<file path="src/rtl/uart_pkg.sv">
// Shared UART definitions: state encodings, widths and the default bit period.
// Used by uart_tx, uart_bit_timer and the matching receiver.
package uart_pkg;

  localparam int DATA_BITS = 8;
  localparam int CNT_W     = 32;
  localparam logic [CNT_W-1:0] DEFAULT_CLKS_PER_BIT = 32'd2000000;

  typedef enum logic [2:0] {
    ST_IDLE   = 3'd0,
    ST_START  = 3'd1,
    ST_DATA   = 3'd2,
    ST_PARITY = 3'd3,
    ST_STOP   = 3'd4
  } uart_state_e;

  // Even parity: the parity bit makes the total count of ones even.
  function automatic logic even_parity(input logic [DATA_BITS-1:0] data);
    return ^data;
  endfunction

endpackage

</file>
<file path="src/rtl/uart_bit_timer.sv">
// Bit-period timer: counts clocks and flags the last clock of each serial bit.
// Clear wins over enable; the count never exceeds CLKS_PER_BIT-1 when cleared on terminal.
module uart_bit_timer
  import uart_pkg::*;
#(
  parameter logic [CNT_W-1:0] CLKS_PER_BIT = DEFAULT_CLKS_PER_BIT
) (
  input  logic Clk,
  input  logic Rst,
  input  logic clear,
  input  logic enable,
  output logic tc
);

  logic [CNT_W-1:0] count_reg;

  always_ff @(posedge Clk) begin
    if (Rst || clear) begin
      count_reg <= '0;
    end else if (enable) begin
      count_reg <= count_reg + 32'd1;
    end
  end

  assign tc = (count_reg == CLKS_PER_BIT - 32'd1);

endmodule

</file>
<file path="src/rtl/uart_tx.sv">
// UART transmitter: one byte per handshake, sent LSB first as 8N1 (or 8E1 when
// the UART_TX_PARITY_EN macro is defined), CLKS_PER_BIT clocks per bit.
module uart_tx
  import uart_pkg::*;
#(
  parameter logic [CNT_W-1:0] CLKS_PER_BIT = DEFAULT_CLKS_PER_BIT
) (
  input  logic       Clk,
  input  logic       Rst,
  input  logic       Tx_DV,
  input  logic [7:0] Tx_Byte,
  output logic       Tx_Ready,
  output logic       Tx_Active,
  output logic       Tx_Serial,
  output logic       Tx_Done
);

  uart_state_e    state_reg;
  logic [7:0]     shift_reg;
  logic [2:0]     index_reg;
  logic [2:0]     index_next;
  logic           serial_reg;
  logic           ready_reg;
  logic           active_reg;
  logic           done_reg;
  logic           bit_tc;
  logic           timer_clear;

  // Timer is held at zero while idle so the start bit gets a full period.
  assign timer_clear = (state_reg == ST_IDLE) || bit_tc;
  assign index_next  = index_reg + 3'd1;

  uart_bit_timer #(
    .CLKS_PER_BIT(CLKS_PER_BIT)
  ) u_bit_timer (
    .Clk   (Clk),
    .Rst   (Rst),
    .clear (timer_clear),
    .enable(1'b1),
    .tc    (bit_tc)
  );

  always_ff @(posedge Clk) begin
    if (Rst) begin
      state_reg  <= ST_IDLE;
      shift_reg  <= '0;
      index_reg  <= '0;
      serial_reg <= 1'b1;
      ready_reg  <= 1'b1;
      active_reg <= 1'b0;
      done_reg   <= 1'b0;
    end else begin
      done_reg <= 1'b0;
      case (state_reg)
        ST_IDLE: begin
          serial_reg <= 1'b1;
          ready_reg  <= 1'b1;
          active_reg <= 1'b0;
          if (Tx_DV) begin
            shift_reg  <= Tx_Byte;
            serial_reg <= 1'b0;
            ready_reg  <= 1'b0;
            active_reg <= 1'b1;
            state_reg  <= ST_START;
          end
        end
        ST_START: begin
          if (bit_tc) begin
            index_reg  <= '0;
            serial_reg <= shift_reg[0];
            state_reg  <= ST_DATA;
          end
        end
        ST_DATA: begin
          if (bit_tc) begin
            if (index_reg == 3'(DATA_BITS - 1)) begin
`ifdef UART_TX_PARITY_EN
              serial_reg <= even_parity(shift_reg);
              state_reg  <= ST_PARITY;
`else
              serial_reg <= 1'b1;
              state_reg  <= ST_STOP;
`endif
            end else begin
              index_reg  <= index_next;
              serial_reg <= shift_reg[index_next];
            end
          end
        end
`ifdef UART_TX_PARITY_EN
        ST_PARITY: begin
          if (bit_tc) begin
            serial_reg <= 1'b1;
            state_reg  <= ST_STOP;
          end
        end
`endif
        ST_STOP: begin
          if (bit_tc) begin
            done_reg   <= 1'b1;
            ready_reg  <= 1'b1;
            active_reg <= 1'b0;
            state_reg  <= ST_IDLE;
          end
        end
        default: begin
          // Unreachable encodings recover to idle with reset-valued outputs.
          state_reg  <= ST_IDLE;
          index_reg  <= '0;
          serial_reg <= 1'b1;
          ready_reg  <= 1'b1;
          active_reg <= 1'b0;
          done_reg   <= 1'b0;
        end
      endcase
    end
  end

  assign Tx_Serial = serial_reg;
  assign Tx_Ready  = ready_reg;
  assign Tx_Active = active_reg;
  assign Tx_Done   = done_reg;

endmodule

</file>
<file path="config.mk">
export PLATFORM = sky130hd
export DESIGN_NAME = uart_tx
export DESIGN_NICKNAME = d
export VERILOG_FILES = /design/src/rtl/uart_pkg.sv /design/src/rtl/uart_bit_timer.sv /design/src/rtl/uart_tx.sv
export SDC_FILE = /design/constraint.sdc
export NUM_CORES = 1
export LEC_CHECK = 0
export CELL_PAD_IN_SITES_DETAIL_PLACEMENT = 1
export CELL_PAD_IN_SITES_GLOBAL_PLACEMENT = 1
export CORE_UTILIZATION = 47
export CTS_CLUSTER_DIAMETER = 80
export DETAILED_ROUTE_END_ITERATION = 10
export DONT_BUFFER_PORTS = 1
export HOLD_SLACK_MARGIN = 0.12
export PLACE_DENSITY = 0.76
export SYNTH_ARGS = -nofsm -noshare
export SYNTH_HDL_FRONTEND = slang
export SYNTH_HIERARCHICAL = 1
export SYNTH_SLANG_ARGS = --single-unit
</file>
<file path="constraint.sdc">
create_clock -name Clk -period 2.8 [get_ports Clk]
set_input_delay 0.56 -clock Clk [delete_from_list [all_inputs] [get_ports Clk]]
set_output_delay 0.56 -clock Clk [all_outputs]
set_load 0.01 [all_outputs]
</file>
==> impl_metrics.csv, run 1 <==
group,metric,value,unit
clock_tree,insertion_delay,0.31,ns
placed_design,pre_cts_slack,0.460,ns
worst_hold_path,hold_depth,1,
worst_hold_path,min_path_type,"in2reg",
sta,fin_ws,0.490,ns
grt,antenna_found_initial,0,
grt,gr-usage-all-layers,22.5,%
power,clockPowerShare,39.1,%
clock_tree,cts_num_sinks,50,
yosys,synth_compound_area_share,12.1,%
power,p_int,0.00101,W
worst_hold_path,hold_start,"Rst",
sta,rsz0062_at_grt,"false",
yosys,ys.flop_type,"dfxtp_1",
routing,ant_nets,0,
yosys,synth_xor_area_share,3.50,%
yosys,synth_area,0.00250,mm2
yosys,synth_edf_count,0,
clock_tree,clk_pin_slew_worst_paths,0.09,ns
routing,drt_wl_total,5750,um
sta,final-hold-violation-count,0,
placed_design,gp_congestion,0.797,
yosys,synth_top_family_by_area,"simple AND/OR/NAND/NOR gates",
yosys,synthAdderAreaFrac,1.50,%
power,power_frac_comb,4.2,%
clock_tree,cts_inserted_buffers,5,
sta,clock_skew,0.00737,ns
power,ir_drop,215,uV
clock_tree,ctsHtreeMaxLevel,2,
setup_path,end_kind,"flip-flop",
final_layout,final_util,52.4,%
run,max_cap_viol_count,0,
final_layout,areaGrowthSynthToFinish,6.90,%
setup_path,arrival,2.56,ns
setup_path,crit_path_start_kind,"flip-flop",
power,design_power_total,0.00129,W
final_layout,nNetsFinal,313,
grt,grt_remaining_overflow,0,
yosys,synth_seq_cells,50,
placed_design,placed_area,0.00257,mm2
sta,period_share,82.5,%
floorplan,start_util,49.0,%
sta,report.final.slew_viol_count,0,
clock_tree,cts_tree,"built",
power,switchingPower,0.000286,W
run_status,status,"finished, final reports clean",
placed_design,place_hpwl,4030,um
final_layout,fin_area,0.00268,mm2
setup_path,required,3.05,ns
routing,wl_per_cell,15.6,um
final_layout,antennaDiodeCount,0,
sta,clock.fmax,0.433,GHz
grt,grt_pass1_vias,2025,
routing,via_per_inst,5.79,
grt,grt_max_degree,30,
clock_tree,clock_tree.buffer_depth,2,
routing,first_iter_violations,80,
power,p_seq_share,56.7,%
sta,worstMarginPinSlew,0.586,ns
final_layout,final_layout_size_suffix_gt1_share,6.67,%
setup_path,r2r_start,"u_bit_timer/count_reg[10]$_SDFFE_PP0P_",
routing,drt-pass1-iter-count,4,
floorplan,num_rows,26,
yosys,synth.avg_cell_area,8.34,um2
yosys,ys_warn_count,6,
clock_tree,cts.repair.resized,0,
worst_hold_path,hold_path_end,"shift_reg[1]$_SDFFE_PP0P_",
final_layout,largest_reg_flops,32,
setup_path,crit-reg2reg-capture,"index_reg[2]$_SDFFE_PP0P_",
floorplan,die-height,75.0,um
setup_path,r2r_cells,9,
floorplan,core_area,0.00511,mm2
placed_design,portBuffers,0,
yosys,synth-simple-area-share,32.8,%
sta,slew_headroom,60.8,%
floorplan,dieArea,0.00562,mm2
grt,grt_pass1_wl,9480,um
power,leakage,0.849,nW
power,power_density,484,mW/mm2
yosys,ys_types,49,
setup_path,r2r_slack,0.49,ns
final_layout,fillers,638,
floorplan,ios,15,
power,p_sw_share,22.1,%
yosys,synthTopCellsByArea,"dfxtp_1, nand2_1, a21oi_1",
clock_tree,cts_root_buffer,"clkbuf_8",
yosys,synthMuxAreaShare,6.35,%
setup_path,cp_max_fo,12,
yosys,synthCells,300,
setup_path,worstSetupPathType,"reg2reg",
yosys,ys_seq_area_share,40.0,%
yosys,synth.top_cell.area_share,40.0,%
sta,period_minus_slack,2.31,ns
routing,drc,0,
clock_tree,ctsHoldBuffers,0,
sta,setup_viol,0,
sta,setup_tns,0,ns
clock_tree,cts_setup_buffers,0,
yosys,async_flop_share,0,%
yosys,yosys.area.top_type,"dfxtp_1",
routing,vias,2143,
floorplan,die_w,75.0,um
kinds of logic after synthesis:
family	count (synthesis)
simple gates	153
flops	50
compound gates	49
buf+inv	21
mux	13
xor+xnor	10
fa+ha+maj	3
other cells	1
placed cells by master (no fill, tap or decap), drive strengths merged, types with 4 or more instances in the layout:
cell type,instances
nor2,20
nand3,13
nor3,8
nand4,8
conb,6
mux2i,11
nor4,15
and3,6
o21ai,9
or3,17
xor2,6
nand2,44
clkbuf,5
inv,5
a21oi,23
dfxtp,50
xnor2,4
Yosys cell counts (all sizes together) (2+ instances only):
cell,instances
o21ai,9
a22oi,3
nor4,15
or2,2
o21a,2
a21oi,23
ha,3
or4b,3
o31ai,2
or3,17
and4,3
dfxtp,50
nand2,44
xor2,6
nor3,8
nor4b,2
nor3b,2
and3,6
nand3,13
xnor2,4
inv,5
nor2b,3
nor2,20
nand4,8
and2,3
mux4,2
or4,2
o41ai,2
buf,4
mux2i,11
clkbuf,12
layer usage:
metal  vias to the layer above  routed length [um]  global-route usage, %
met5                         -                   0                      0
met4                         0                 131                   9.64
met3                        12                 103                   4.02
met2                        18                2800                   37.9
met1                      1034                2720                   28.2
li1                       1079                   -                      -
power by group through the flow:
| stage | Combinational (W) | Clock [W] | Sequential, W |
|---|---|---|---|
| after floorplan | 0.0000502 | 0 | 0.000746 |
| after detailed placement | 0.0000552 | 0 | 0.000750 |
| after global routing | 0.0000612 | 0.000553 | 0.000736 |
| final | 0.0000544 | 0.000507 | 0.000734 |
| after global placement | 0.0000533 | 0 | 0.000750 |
| after CTS | 0.0000554 | 0.000526 | 0.000734 |
through the flow:
step	hold WS [ns]	instances
final	0.309	370
after detailed placement	0.441	362
after global routing	0.296	370
after global placement	0.436	362
after floorplan	0.432	305
after CTS	0.294	370
cell type report:
cell class / instances / area [um2] / area share [%]
clock buffers: 5 / 68.8 / 2.57
repair buffers: 3 / 22.5 / 0.842
inverters: 5 / 18.8 / 0.702
well taps: 70 / 87.6 / 3.27
clock inverters: 3 / 40.0 / 1.50
multi-input cells: 234 / 1440 / 53.7
flip-flops and latches: 50 / 1000 / 37.4
worst max-delay path, stage by stage (launching register included):
cell       delay (ns)
dfxtp_1          0.40
inv_1            0.11
nor4b_1          0.37
nand4_1          0.16
nor4_2           0.35
buf_4            0.24
nand4bb_1        0.20
nor2_1           0.20
a22oi_1          0.11
nor2_1           0.12
worst max-delay path by stage:
| stage | from | cells after the start | slack (ns) | to |
|---|---|---|---|---|
| 3_3_place_gp | u_bit_timer/count_reg[10]$_SDFFE_PP0P_ | 9 | 0.50 | Tx_Serial$_SDFFE_PP1P_ |
| 6_report | u_bit_timer/count_reg[10]$_SDFFE_PP0P_ | 9 | 0.49 | index_reg[2]$_SDFFE_PP0P_ |
| 3_5_place_dp | u_bit_timer/count_reg[10]$_SDFFE_PP0P_ | 8 | 0.46 | u_bit_timer/count_reg[1]$_SDFFE_PP0P_ |
| 2_1_floorplan | u_bit_timer/count_reg[28]$_SDFFE_PP0P_ | 7 | 0.36 | u_bit_timer/count_reg[0]$_SDFFE_PP0P_ |
| 4_1_cts | u_bit_timer/count_reg[10]$_SDFFE_PP0P_ | 9 | 0.44 | index_reg[2]$_SDFFE_PP0P_ |
| 5_1_grt | u_bit_timer/count_reg[10]$_SDFFE_PP0P_ | 9 | 0.23 | index_reg[2]$_SDFFE_PP0P_ |
Note: power is estimated with default switching activity, not from simulation.
==> run 2: changes to the inputs <==
==> constraint.sdc (replaced) <==
create_clock -name Clk -period 2.36 [get_ports Clk]
set_input_delay 0.472 -clock Clk [delete_from_list [all_inputs] [get_ports Clk]]
set_output_delay 0.472 -clock Clk [all_outputs]
set_load 0.01 [all_outputs]
==> run 2 against run 1 <==
  * Via count up 2.8%
  * Highest routed layer unchanged
  * Register-to-register slack worse by 0.36 ns
  * Setup slack worse by 0.36 ns
  * Sequential cell count stayed put
  * Total power increased by 21%
  * Largest cell class unchanged
==> impl_metrics.csv, run 2 (synthesized netlist as in run 1, its figures left out) <==
group,metric,value,unit
setup_path,arrival,2.46,ns
power,clockPowerShare,40.0,%
floorplan,core_area,0.00511,mm2
grt,grt_remaining_overflow,0,
clock_tree,clock_tree.buffer_depth,2,
setup_path,r2r_cells,9,
power,leakage,0.906,nW
sta,period_minus_slack,2.23,ns
clock_tree,insertion_delay,0.31,ns
routing,drc,0,
routing,via_per_inst,5.81,
clock_tree,cts_num_sinks,50,
final_layout,final_layout_size_suffix_gt1_share,10.0,%
placed_design,dp.cells,371,
routing,drt_wl_total,5840,um
final_layout,final_cell_mix,"dfxtp_1, nand2_1, a21oi_1",
sta,worstMarginPinSlew,0.524,ns
grt,gr-usage-all-layers,22.6,%
floorplan,die_w,75.0,um
setup_path,crit_path_start_kind,"flip-flop",
final_layout,fillers,646,
floorplan,num_rows,26,
floorplan,start_util,49.0,%
run_status,status,"finished, final reports clean",
clock_tree,clk_pin_slew_worst_paths,0.10,ns
setup_path,critPathCapture,"u_bit_timer/count_reg[30]$_SDFFE_PP0P_",
setup_path,r2r_start,"u_bit_timer/count_reg[0]$_SDFFE_PP0P_",
clock_tree,ctsHtreeMaxLevel,2,
floorplan,ios,15,
grt,grt_pass1_vias,2116,
clock_tree,cts_tree,"built",
final_layout,fin_cells,379,
sta,clock.fmax,0.449,GHz
grt,grt_max_degree,30,
sta,period_share,94.3,%
clock_tree,cts_setup_buffers,0,
grt,grt_pass1_wl,9600,um
sta,report.final.slew_viol_count,0,
setup_path,crit_start,"u_bit_timer/count_reg[0]$_SDFFE_PP0P_",
power,p_int,0.00121,W
placed_design,portBuffers,0,
final_layout,areaGrowthSynthToFinish,10.9,%
power,power_density,566,mW/mm2
sta,rsz0062_at_grt,"false",
final_layout,antennaDiodeCount,0,
routing,drt-pass1-iter-count,4,
power,p_seq_share,55.2,%
worst_hold_path,min_path_type,"in2reg",
setup_path,worstSetupPathType,"reg2reg",
run,max_cap_viol_count,0,
sta,setup_tns,0,ns
setup_path,required,2.60,ns
placed_design,gp_congestion,0.776,
final_layout,largest_reg_flops,32,
clock_tree,ctsHoldBuffers,0,
grt,antenna_found_initial,0,
routing,vias,2203,
power,power_frac_comb,4.8,%
final_layout,nNetsFinal,322,
floorplan,die-height,75.0,um
setup_path,crit-reg2reg-capture,"u_bit_timer/count_reg[30]$_SDFFE_PP0P_",
sta,slew_headroom,64.9,%
clock_tree,cts_root_buffer,"clkbuf_8",
power,ir_drop,342,uV
routing,first_iter_violations,81,
setup_path,end_kind,"flip-flop",
placed_design,place_hpwl,4210,um
power,p_sw_share,22.7,%
power,switchingPower,0.000357,W
routing,ant_nets,0,
setup_path,r2r_slack,0.13,ns
clock_tree,cts_inserted_buffers,5,
sta,final-hold-violation-count,0,
sta,clock_skew,0.00728,ns
final_layout,final_common_cell,"dfxtp_1",
setup_path,cp_max_fo,13,
sta,setup_viol,0,
floorplan,dieArea,0.00562,mm2
routing,wl_per_cell,15.4,um
run 2: power by group through the flow:
| stage | sequential (W) | combinational [W] | clock [W] |
|---|---|---|---|
| 5_1_grt | 0.000870 | 0.0000850 | 0.000686 |
| 2_1_floorplan | 0.000885 | 0.0000596 | 0 |
| 3_5_place_dp | 0.000887 | 0.0000764 | 0 |
| 4_1_cts | 0.000868 | 0.0000768 | 0.000656 |
| 3_3_place_gp | 0.000887 | 0.0000742 | 0 |
| 6_report | 0.000867 | 0.0000756 | 0.000628 |
run 2: area by class of cell:
class	count	area (um2)	area share, %
repair buffers	12	103	3.70
clock buffers	5	68.8	2.48
multi-input cells	234	1450	52.2
inverters	5	18.8	0.676
clock inverters	3	47.5	1.71
flip-flops and latches	50	1000	36.1
well taps	70	87.6	3.16
run 2: how the worst min path moves through the flow:
| stage | startpoint | endpoint | cells after the start |
|---|---|---|---|
| floorplan | shift_reg[7]$_SDFFE_PP0P_ | shift_reg[7]$_SDFFE_PP0P_ | 2 |
| global route | Rst | shift_reg[7]$_SDFFE_PP0P_ | 1 |
| CTS | Rst | shift_reg[0]$_SDFFE_PP0P_ | 1 |
| detailed placement | shift_reg[2]$_SDFFE_PP0P_ | shift_reg[2]$_SDFFE_PP0P_ | 2 |
| global placement | shift_reg[3]$_SDFFE_PP0P_ | shift_reg[3]$_SDFFE_PP0P_ | 2 |
| finish | Rst | shift_reg[4]$_SDFFE_PP0P_ | 1 |
run 2: critical path, stage by stage (launching register included):
cell and delay (ns):
dfxtp_1 0.36, ha_1 0.24, and3_1 0.22, nand3_1 0.11, nor4_2 0.05, buf_4 0.17, or2_2 0.32, buf_4 0.18
or3_1 0.36, mux2i_1 0.14
run 2: timing repair:
action,4_1_cts,5_1_grt
setup endpoints to repair,0,24
endpoints found under the hold margin,0,0
gates resized for setup,0,2
run 2: stage by stage:
step                setup slack (ns)  util (%)  power (W)  hold slack, ns  area (um2)
floorplan                     0.0673         -   0.000944           0.432        2530
global placement               0.154      51.8   0.000961           0.436        2650
detailed placement             0.147      51.8   0.000963           0.444        2650
CTS                            0.100      54.1    0.00160           0.199        2760
global route                  0.0245      54.3    0.00164           0.192        2780
finish                         0.135      54.3    0.00157           0.215        2780
run 2: per-layer routing:
metal | GRT usage [%] | vias up | share of wire (%)
met3 | 5.49 | 13 | 2.8
met2 | 39.5 | 30 | 50
met5 | 0 | - | 0
li1 | - | 1100 | -
met1 | 26.3 | 1060 | 45
met4 | 10.1 | 0 | 2.1
==> run 3: changes to the inputs <==
--- a/config.mk
+++ b/config.mk
@@ -5,6 +5,7 @@
 export SDC_FILE = /design/constraint.sdc
 export NUM_CORES = 1
 export LEC_CHECK = 0
+export CAP_MARGIN = 25
 export CELL_PAD_IN_SITES_DETAIL_PLACEMENT = 1
 export CELL_PAD_IN_SITES_GLOBAL_PLACEMENT = 1
 export CORE_UTILIZATION = 47
@@ -12,7 +13,7 @@
 export DETAILED_ROUTE_END_ITERATION = 10
 export DONT_BUFFER_PORTS = 1
 export HOLD_SLACK_MARGIN = 0.12
-export PLACE_DENSITY = 0.76
+export PLACE_DENSITY = 0.89
 export SYNTH_ARGS = -nofsm -noshare
 export SYNTH_HDL_FRONTEND = slang
 export SYNTH_HIERARCHICAL = 1
==> run 3 against run 2 <==
  * Register-to-register slack got worse by 0.08 ns
  * Via count is 2.1% higher
  * First-iteration DRC count increased by 60%
  * Core utilization down 0.15 points
  * Sequential cell count unchanged
  * Global-route usage up 1.5 points
  * Largest power group unchanged
==> impl_metrics.csv, run 3 (synthesized netlist as in run 1, its figures left out) <==
group,metric,value,unit
run_status,status,"finished, final reports clean",
placed_design,gp_congestion,0.831,
final_layout,antennaDiodeCount,0,
sta,slew_headroom,66.4,%
power,power_density,561,mW/mm2
sta,period_share,97.6,%
routing,wl_per_cell,17.0,um
setup_path,crit_path_start_kind,"flip-flop",
setup_path,cp_top_family,"simple AND/OR/NAND/NOR gates",
grt,gr-usage-all-layers,24.2,%
setup_path,critPathMaxStageDelay,0.68,ns
setup_path,r2r_cells,7,
routing,via_per_inst,6.00,
floorplan,dieArea,0.00562,mm2
routing,drc,0,
clock_tree,clock_tree.buffer_depth,2,
setup_path,crit-reg2reg-capture,"index_reg[1]$_SDFFE_PP0P_",
clock_tree,insertion_delay,0.31,ns
clock_tree,ctsHoldBuffers,0,
placed_design,pre_cts_slack,0.0675,ns
setup_path,required,2.57,ns
worst_hold_path,hold_start,"Rst",
sta,period_minus_slack,2.30,ns
floorplan,core_area,0.00511,mm2
worst_hold_path,hold_path_end,"shift_reg[1]$_SDFFE_PP0P_",
grt,grt_pass1_wl,10200,um
final_layout,final_common_cell,"dfxtp_1",
placed_design,portBuffers,0,
setup_path,r2r_slack,0.06,ns
grt,grt_pass1_vias,2192,
clock_tree,cts_tree,"built",
floorplan,die-height,75.0,um
placed_design,place_hpwl,4210,um
setup_path,worstSetupPathType,"reg2reg",
floorplan,num_rows,26,
sta,clock.fmax,0.434,GHz
clock_tree,ctsHtreeMaxLevel,2,
floorplan,ios,15,
final_layout,final_layout_size_suffix_gt1_share,9.51,%
setup_path,arrival,2.51,ns
clock_tree,clk_pin_slew_worst_paths,0.09,ns
routing,drt-pass1-iter-count,4,
sta,report.final.slew_viol_count,0,
routing,first_iter_violations,130,
setup_path,cp_max_fo,10,
clock_tree,cts_num_sinks,50,
grt,grt_remaining_overflow,0,
setup_path,crit_buf_inv,1,
clock_tree,cts_inserted_buffers,5,
power,leakage,0.898,nW
clock_tree,cts_root_buffer,"clkbuf_8",
routing,vias,2249,
sta,final-hold-violation-count,0,
final_layout,nNetsFinal,318,
floorplan,die_w,75.0,um
sta,fin_ws,0.0577,ns
sta,clock_skew,0.00563,ns
sta,setup_viol,0,
floorplan,start_util,49.0,%
power,ir_drop,314,uV
final_layout,largest_reg_flops,32,
final_layout,final_util,54.2,%
routing,drt_wl_total,6380,um
final_layout,areaGrowthSynthToFinish,10.6,%
worst_hold_path,hold_depth,1,
setup_path,end_kind,"flip-flop",
worst_hold_path,min_path_type,"in2reg",
setup_path,path_cells,"or4b_2, nor4_4, buf_6, nor2b_1, o32ai_1, a22oi_1, nor2_1",
routing,ant_nets,0,
run,max_cap_viol_count,0,
grt,antenna_found_initial,0,
setup_path,cp_slowest_cell,"or4b_2",
sta,worstMarginPinSlew,0.500,ns
setup_path,r2r_start,"u_bit_timer/count_reg[7]$_SDFFE_PP0P_",
final_layout,final_cell_mix,"dfxtp_1, nand2_1, a21oi_1",
grt,grt_max_degree,30,
run 3: changes by cell type in the layout (fill, tap and decap cells not counted), sizes merged:
| cell | delta |
|---|---|
| inv | -2 |
| buf | -4 |
| clkbuf | +2 |
run 3: area by class of cell:
type | count | area (um2)
fillers | 631 | 2340
clock inverters | 1 | 30.0
multi-input cells | 234 | 1480
clock buffers | 7 | 76.3
flip-flops and latches | 50 | 1000
inverters | 5 | 18.8
repair buffers | 8 | 76.3
well taps | 70 | 87.6
run 3: how the worst max path moves through the flow:
stage | end | depth (start not counted) | slack, ns | start
after floorplan | u_bit_timer/count_reg[0]$_SDFFE_PP0P_ | 7 | 0.07 | u_bit_timer/count_reg[28]$_SDFFE_PP0P_
after global placement | Tx_Serial$_SDFFE_PP1P_ | 9 | 0.22 | u_bit_timer/count_reg[10]$_SDFFE_PP0P_
after detailed placement | Tx_Serial$_SDFFE_PP1P_ | 8 | 0.07 | u_bit_timer/count_reg[23]$_SDFFE_PP0P_
after CTS | index_reg[1]$_SDFFE_PP0P_ | 9 | 0.006 | u_bit_timer/count_reg[10]$_SDFFE_PP0P_
after global routing | index_reg[1]$_SDFFE_PP0P_ | 7 | -0.02 | u_bit_timer/count_reg[7]$_SDFFE_PP0P_
final | index_reg[1]$_SDFFE_PP0P_ | 7 | 0.06 | u_bit_timer/count_reg[7]$_SDFFE_PP0P_
run 3: per-stage QoR:
| step | total power, W | hold slack (ns) | area, um2 | setup TNS (ns) | std cells |
|---|---|---|---|---|---|
| final | 0.00155 | 0.216 | 2770 | 0 | 375 |
| after global routing | 0.00160 | 0.201 | 2770 | -0.0320 | 375 |
| after CTS | 0.00156 | 0.209 | 2720 | 0 | 374 |
| after detailed placement | 0.000961 | 0.441 | 2610 | 0 | 366 |
| after global placement | 0.000956 | 0.435 | 2610 | 0 | 366 |
| after floorplan | 0.000944 | 0.432 | 2530 | 0 | 305 |
run 3: what timing repair did:
item / CTS / global route
pin swaps: 0 / 2
resized for setup: 1 / 7
setup buffers: 0 / 1
setup endpoints to repair: 2 / 28
run 3: layer usage:
metal,vias to the layer above,global-route usage [%],wire (um)
met1,1119,30.1,2790
met4,0,9.22,100
met5,-,0,0
met3,9,5.49,224
met2,33,40.7,3260
li1,1088,-,-
run 3: where the power goes:
part	internal, W	switching [W]	total (W)	leakage [nW]
sequential	0.000857	0.0000149	0.000871	0.406
clock	0.000318	0.000293	0.000610	0.0524
combinational	0.0000318	0.0000398	0.0000716	0.440
==> patch: new RTL, flow settings as in run 3 <==
Reset style: asynchronous (`Rst`), changed in one clocked block.
--- a/src/rtl/uart_tx.sv
+++ b/src/rtl/uart_tx.sv
@@ -42,3 +42,3 @@
 
-  always_ff @(posedge Clk) begin
+  always_ff @(posedge Clk or posedge Rst) begin
     if (Rst) begin
Check against the original RTL: differs if Rst is asserted again (counterexample within 4 cycles, from zero or initial values and one cycle with Rst high); with Rst held inactive, the same outputs for 10 cycles.
==> patch against run 3 <==
  * Final cell count fell by 3.2%
  * Count of clock-buffer cells in the layout fell by 2
  * Setup slack improved by 0.045 ns
  * Sequential share of layout area rose by 1.9 points
  * Final area rose by 3.7%
  * Routed wire length rose by 5.8%
  * Synthesized cell count fell by 6.7%
  * Global-route usage rose by 0.38 points
  * Sequential cell count did not move
  * Hold slack got worse by 0.070 ns
  * Area after synthesis rose by 3.4%
  * Total power rose by 1.5%
  * Critical endpoint is now index_reg[2]
  * Largest power group unchanged
  * Highest routed layer unchanged
==> patch: results (changes against run 3) <==
synthesis:
  synth_adder_area_share: 0.01451  # -0.0004932
  ys_types: 49  # unchanged
  syn_avg_cell_area_sq_um: 9.241  # +11%
  ys_seq_area_frac: 0.4226  # +0.02263
  synth.area.mux_share: 0.1064  # +0.04288
  yosys-top-cells-count: "dfxtp_1 (32), nand2_1 (28), nor2_1 (18)"
  synthXorXnorAreaFrac: 0.03723  # +0.002234
  synth_top_family_by_area: "simple AND/OR/NAND/NOR gates"
  netlist_top_cells_area: "dfxtp_1 (25%), dfrtp_1 (15%), mux2_2 (4.4%), mux2i_1 (4.3%), or3_1 (4.1%)"
  synth-compound-area-share: 0.09091  # -0.03009
  ys_async_sr_fraction: 0.3600  # +0.3600
routing:
  route.vias.total: 2231  # -0.80%
  drt-wirelength-per-cell_um: 18.61  # +9.3%
  routed_via_density: 6.146  # +2.5%
  drtIter0Drc: 92  # -29%
worst_setup_path:
  cp_max_fo: 11  # +1
  reg2reg_depth: 9  # +2
  critPathSlowestCell: "dfxtp_1"
  arrival_ns: 2.46  # -0.05 ns
  crit_end: "index_reg[2]"
  slowest_delay_ns: 0.40  # -0.28 ns
  setup.worst_path.start: "u_bit_timer/count_reg[10]"
  reg2reg_slack_ns: 0.10  # +0.04 ns
placement:
  hpwlAfterDp_um: 4666  # +11%
  placed_area_sq_mm: 0.002720  # +4.3%
  port_buffers: 0  # unchanged
  pre_cts_slack_ns: -0.04203  # -0.1095 ns
  placed_cells: 353  # -3.6%
  place.gp.congestion: 0.7996  # -3.7%
finish:
  drive_above_1_share: 0.1570  # +0.06191
  n_fill_cell: 617  # -2.2%
  largest_reg_flops: 32  # unchanged
  nets: 306  # -3.8%
sta:
  min_period_ns: 2.257  # -0.04483 ns
  worstMarginPinSlew_ns: 0.6764  # +0.1765 ns
  clock_skew_ns: 0.005777  # +0.0001513 ns
global_route:
  grt_max_degree: 22  # -27%
  grt_util_all_layers: 0.2456  # +0.003829
  grt_pass1_wl_um: 11380  # +11%
  grt_pass1_vias: 2321  # +5.9%
flow_run:
  cap_violations: 0  # unchanged
pwr:
  vdd_drop_max_v: 0.0002652  # -15%
  leakagePower_nw: 1.052  # +17%
worst_hold_path:
  worstHoldPathType: "primary input to asynchronous set/reset pin"
status:
  status: "completed"
## patch: changes by cell type in the layout (fill, tap and decap cells not counted), moves of 3 or more
cell | before | now
dfrtp_1 | 0 | 16
dfxtp_1 | 48 | 32
nand2_1 | 44 | 28
mux2_2 | 0 | 10
a21oi_1 | 23 | 16
buf_4 | 6 | 13
a22oi_1 | 3 | 0
## patch: where the power goes
group / internal [mW] / total (mW) / switching [mW]
Combinational: 0.0384 / 0.0770 / 0.0385
Clock: 0.312 / 0.597 / 0.284
Sequential: 0.877 / 0.902 / 0.0248
Total: 1.23 / 1.58 / 0.348
## patch: final cells by class
type                       instances  area [sq um]  share of cell area
clock buffer                       5         68.82             0.02399
clock inverter                     3         40.04             0.01396
inverter                           7         26.28            0.009158
multi-input combinational        214          1435              0.5002
sequential                        50          1094              0.3812
tap                               70         87.58             0.03053
timing repair buffer              14         117.6             0.04099
## patch: stage by stage
stage,hold WS (ns),utilization
floorplan,0.4091,-
global placement,0.4616,0.5226
detailed placement,0.4769,0.5226
CTS,0.1675,0.5435
global route,0.2029,0.5512
finish,0.1461,0.5512
## patch: logic make-up (layout without fill, tap and decap cells)
kind of cell | Yosys count | count (layout)
and+or+nand+nor | 133 | 133
DFF | 50 | 50
AOI/OAI and AO/OA | 38 | 38
muxes | 23 | 23
buffers and inverters | 21 | 29
xor gates and xnor gates | 11 | 11
adders and majority gates | 3 | 3
other | 1 | 6
## patch: repair_timing
action | 4_1_cts | 5_1_grt
resized for setup | 0 | 5
setup endpoints to repair | 0 | 31
buffers inserted | 0 | 2
## patch: layer usage
layer / routed length [um] / vias to the layer above / global-route usage
met1: 2747 / 1112 / 0.2905
met3: 241 / 22 / 0.03952
met5: 0 / - / 0
met2: 3561 / 50 / 0.4400
li1: - / 1047 / -
met4: 204 / 0 / 0.1038
